==> src/rtl/line_trig_filt.sv <==
// Line-trigger glitch filter, edge detector, line-strobe divider and period monitor.
// Define LINE_TRIG_PERIOD_EN to build the period counter; otherwise PERIOD/PERIOD_VLD/OVF are tied to 0.
module line_trig_filt #(
    parameter int   FILT_W = 8,
    parameter int   DIV_W  = 8,
    parameter int   PER_W  = 24,
    parameter logic INIT   = 1'b0
) (
    input  logic              CLK,
    input  logic              RST_N,
    input  logic              DIN,
    input  logic              EN,
    input  logic [FILT_W-1:0] FILT_LEN,
    input  logic [DIV_W-1:0]  DIV,
    output logic              LEVEL,
    output logic              RISE,
    output logic              FALL,
    output logic              LINE_STB,
    output logic [PER_W-1:0]  PERIOD,
    output logic              PERIOD_VLD,
    output logic              OVF
);

    typedef enum logic [1:0] {IDLE, ARM, RUN} state_t;

    state_t            state;
    logic [FILT_W-1:0] fcnt;
    logic [DIV_W-1:0]  dcnt;

    // fcnt never passes FILT_LEN unless FILT_LEN shrinks, hence >= rather than ==.
    always_ff @(posedge CLK or negedge RST_N) begin
        if (!RST_N) begin
            fcnt  <= '0;
            LEVEL <= INIT;
            RISE  <= 1'b0;
            FALL  <= 1'b0;
        end else begin
            RISE <= 1'b0;
            FALL <= 1'b0;
            if (DIN == LEVEL) begin
                fcnt <= '0;
            end else if (fcnt >= FILT_LEN) begin
                LEVEL <= DIN;
                fcnt  <= '0;
                RISE  <= DIN;
                FALL  <= ~DIN;
            end else begin
                fcnt <= fcnt + 1'b1;
            end
        end
    end

`ifdef LINE_TRIG_PERIOD_EN
    localparam logic [PER_W-1:0] PMAX = '1;
    logic [PER_W-1:0] pcnt;
`endif

    // EN low overrides everything, including a RISE on the same edge.
    always_ff @(posedge CLK or negedge RST_N) begin
        if (!RST_N) begin
            state    <= IDLE;
            dcnt     <= '0;
            LINE_STB <= 1'b0;
`ifdef LINE_TRIG_PERIOD_EN
            pcnt       <= '0;
            PERIOD     <= '0;
            PERIOD_VLD <= 1'b0;
            OVF        <= 1'b0;
`endif
        end else begin
            LINE_STB <= 1'b0;
`ifdef LINE_TRIG_PERIOD_EN
            PERIOD_VLD <= 1'b0;
`endif
            if (!EN) begin
                state <= IDLE;
                dcnt  <= '0;
`ifdef LINE_TRIG_PERIOD_EN
                pcnt  <= '0;
`endif
            end else begin
                case (state)
                    IDLE: state <= ARM;
                    ARM: begin
                        if (RISE) begin
                            state    <= RUN;
                            LINE_STB <= 1'b1;
                            dcnt     <= (DIV == '0) ? '0 : DIV_W'(1);
`ifdef LINE_TRIG_PERIOD_EN
                            pcnt     <= PER_W'(1);
`endif
                        end
                    end
                    RUN: begin
                        if (RISE) begin
                            LINE_STB <= (dcnt == '0);
                            dcnt     <= (dcnt >= DIV) ? '0 : dcnt + 1'b1;
`ifdef LINE_TRIG_PERIOD_EN
                            PERIOD     <= pcnt;
                            OVF        <= (pcnt == PMAX);
                            PERIOD_VLD <= 1'b1;
                            pcnt       <= PER_W'(1);
                        end else if (pcnt != PMAX) begin
                            pcnt <= pcnt + 1'b1;
`endif
                        end
                    end
                    default: state <= IDLE;
                endcase
            end
        end
    end

`ifndef LINE_TRIG_PERIOD_EN
    assign PERIOD     = '0;
    assign PERIOD_VLD = 1'b0;
    assign OVF        = 1'b0;
`endif

endmodule

==> config.mk <==
export PLATFORM = sky130hd
export DESIGN_NAME = line_trig_filt
export DESIGN_NICKNAME = d
export VERILOG_FILES = /design/src/rtl/line_trig_filt.sv
export SDC_FILE = /design/constraint.sdc
export NUM_CORES = 1
export LEC_CHECK = 0
export BUFFER_PORTS_ARGS = -buffer_cell sky130_fd_sc_hd__buf_2
export CELL_PAD_IN_SITES_DETAIL_PLACEMENT = 0
export CELL_PAD_IN_SITES_GLOBAL_PLACEMENT = 2
export CORE_MARGIN = 3
export CORE_UTILIZATION = 30
export DETAILED_ROUTE_END_ITERATION = 16
export MAX_ROUTING_LAYER = met4
export PLACE_DENSITY_LB_ADDON = 0.25
export SETUP_SLACK_MARGIN = 0.15
export SYNTH_ARGS = -nofsm -noshare
export SYNTH_HDL_FRONTEND = slang
export SYNTH_SLANG_ARGS = --single-unit
export TNS_END_PERCENT = 30
==> constraint.sdc <==
create_clock -name CLK -period 2.2 [get_ports CLK]
set_clock_uncertainty 0.1 [all_clocks]
set_input_delay 0.22 -clock CLK [delete_from_list [all_inputs] [get_ports CLK]]
set_output_delay 0.22 -clock CLK [all_outputs]
set_load 0.02 [all_outputs]
==> results by group <==
Run status
  • Status: complete, no violations

GRT
  • First-pass GRT wire length: 5490 um
  • Tot GR Track Use: 0.109
  • Initial antenna violation count: 0
  • Largest net degree at the start of global routing: 23
  • Vias in the first global route: around 1,200
  • Remaining Overflow, GRT: 0

Cells and area
  • Antenna diodes: 0
  • Final instance area: 1970 sq um
  • P&R area growth vs syn: 12.3%
  • FF+latch area: 552 sq um
  • NumNets Final: 268
  • Layout cell share with drive strength beyond 1: 0.193
  • Area occupied by multi-input gates: 1030 sq um
  • Fill cell count: roughly 600

CTS
  • Max clock buf depth: 2
  • CTS tree: yes
  • Root buffer cell: clkbuf_8
  • H-tree depth: 1
  • Clk sinks: 22
  • TritonCTS buffer count: 3
  • Clock latency on the worst-skew pair: 0.25 ns
  • Clk pin slew, worst setup/hold paths: 0.07 ns

STA
  • RSZ-0062 raised after global routing: true
  • Final setup viols: 0
  • Min Tclk post-route: 1.96 ns
  • Worst Tran Pin Value: 0.507 ns
  • Slew headroom: 0.662
  • Final hold violation count: 0
  • Final TNS setup: 0 ns
  • Fin crit share: 0.889
  • Max Clock Freq: approximately 510 MHz
  • Final Max Slew Viols: 0

Worst hold path
  • Hold Crit Class: in2reg
  • Worst Min Path Start: DIN

Worst setup path
  • Worst setup path start: fcnt[1]
  • WS Path Type: reg2reg
  • Critical-path cell list: ha_1 > a2111oi_4 > o21bai_1 > a21oi_2 > mux2_4
  • Bufs and invs on worst path: 0
  • CP endpoint kind: register
  • Worst path required time: 2.24 ns
  • Worst path slowest cell: dfrtp_1
  • Worst Path Arrival: 2.00 ns
  • Startpoint Class: register
  • Critical path fanouts, max: 5
  • Reg-to-Reg Start: fcnt[1]
  • Top cell family by delay on the critical path: compound AO/OA/AOI/OAI gates
  • CP max stage delay: 0.44 ns

Power and ir drop
  • Pwr Density: between 600 and 700 nW/um^2
  • LEAKAGE: 0.00106 uW
  • Worst VDD drop: 0.000380 V
  • Pwr Total: around 1200 uW

Synth
  • Synth Area in XOR/XNOR: 0.0399
  • Asr flop ratio synth: 1.00
  • Main combinational cell family by area after synthesis: adder cells
  • Seq/Total Area, Yosys: 0.314
  • Mux contribution to synthesized area: 0.0235
  • Synth Cell Area: 1760 sq um
  • #FFs+latches synth: 22
  • Avg Cell Area, Syn: 9.24 sq um
  • Simple-gate share of the synthesized area: 0.160
  • Yosys top cell by area: dfrtp_1
  • YS warnings: 0
  • Most frequent cell after synthesis: buf_4
  • Main synth FF type: dfrtp_1
  • Synth cell count leaders: buf_4, ha_1, dfrtp_1
  • Compound-cell area share of the yosys netlist: 0.143
  • Post-synthesis cell count: 190
  • Number of synthesized flops with an enable pin: 0
  • Synth top area share: 0.314
  • Adder-cell share of the synthesized area: 0.164
  • Synth cell types: 38
  • Largest cells by area after synthesis: dfrtp_1, ha_1, buf_4

Placed design
  • Placed instance area: 1900 sq um
  • Buffers added on ports: 23
  • GP Congestion: 0.763
  • HPWL Detailed: 2820 um

Die
  • Row cnt: 27
  • Initial Utilization: 0.315
  • Io pins: 50
  • Total core area: 5570 sq um
  • Die area: a little under 7000 sq um
  • Die W: approximately 82 um
  • DIE HEIGHT: 82.5 um

Job
  • Max-cap violation count: 0

Route
  • WL/cell: 11.6 um
  • DRC viols: 0
  • DR vias/cell: around 4.4
  • First-pass DRT Iterations: 4
  • DRT antenna net count: 0
  • DRT Wirelength: 3430 um
  • Detailed Route Iter0 Violations: 28
  • Detailed-route via count: between 1,000 and 1,500
==> metal layers <==
| metal | GRT usage | share of wire | up-vias |
|---|---|---|---|
| li1 | - | - | 672 |
| met1 | 0.140 | 0.46 | 603 |
| met2 | 0.180 | 0.49 | 26 |
| met3 | 0.0228 | 0.041 | 2 |
| met4 | 0.0196 | 0.0050 | 0 |
| met5 | - | 0 | - |
==> stage by stage <==
stage / cells / util / setup WS, ns / hold slack, ns
2_1_floorplan: 215 / - / 0.186 / -0.176
3_3_place_gp: 290 / 0.342 / 0.204 / 0.134
3_5_place_dp: 290 / 0.342 / 0.187 / 0.126
4_1_cts: 294 / 0.351 / 0.174 / 0.0634
5_1_grt: 295 / 0.354 / 0.147 / 0.0802
6_report: 295 / 0.354 / 0.243 / 0.0768
==> path summary, 6_finish.rpt <==
check	endpoint	slack, ns	cells after the start
setup / recovery	LEVEL	0.24	5
hold / removal	FALL	0.08	2
setup reg to reg	LEVEL	0.24	5
hold reg to reg	dcnt[7]	0.43	1
max in group asynchronous	dcnt[2]	1.27	2
min in group asynchronous	dcnt[1]	0.36	2
==> cells in the final DEF, fill, tap and decap left out, drive strengths merged <==
cell / n
nand3: 10
nor4bb: 1
nor3b: 2
or3: 1
inv: 20
nand2b: 1
and3: 6
a2111oi: 1
nand2: 8
o21ai: 9
and2: 1
nand4: 1
nor4: 2
a21oi: 9
a21o: 3
mux2i: 3
mux2: 1
a22o: 3
xnor2: 2
nor2b: 5
dfrtp: 22
nor3: 3
or3b: 1
dlygate4sd3: 1
a21boi: 1
clkbuf: 3
nor2: 10
a211oi: 3
o211ai: 1
conb: 26
ha: 23
o21a: 1
o2111ai: 1
o22ai: 1
xor2: 6
buf: 30
o21bai: 1
==> state kept, by name, summed over array words and instances, names as in the netlist <==
name	flops
FALL	1
LEVEL	1
LINE_STB	1
RISE	1
dcnt	8
fcnt	8
state	2
==> power breakdown <==
part	total [uW]	switching, uW	internal [uW]	leakage [uW]
logic	477	259	218	0.000737
clock network	243	121	122	0.0000216
registers	504	51.6	453	0.000298
total	1220	432	792	0.00106
==> logic make-up (layout without fill, tap and decap cells) <==
group                      after synthesis  after routing
other                                    1             26
AOI/OAI and AO/OA                       34             34
buffers and inverters                   46             54
DFF                                     22             22
adders and majority gates               23             23
xor gates and xnor gates                 8              8
and+or+nand+nor                         52             52
muxes                                    4              4
==> layout make-up <==
type / count / area share
multi-input combinational: 147 / 0.525
sequential: 22 / 0.280
timing repair buffer: 31 / 0.0902
tap: 72 / 0.0457
inverter: 20 / 0.0381
clock buffer: 3 / 0.0210
==> what timing repair did <==
| item | CTS | global route |
|---|---|---|
| hold endpoints to repair | 22 | 0 |
| setup endpoints to repair | 0 | 7 |
| setup buffers | 0 | 1 |
| resized for setup | 0 | 3 |
| hold buffers | 1 | 0 |
Power figures use the tool's default switching activity.
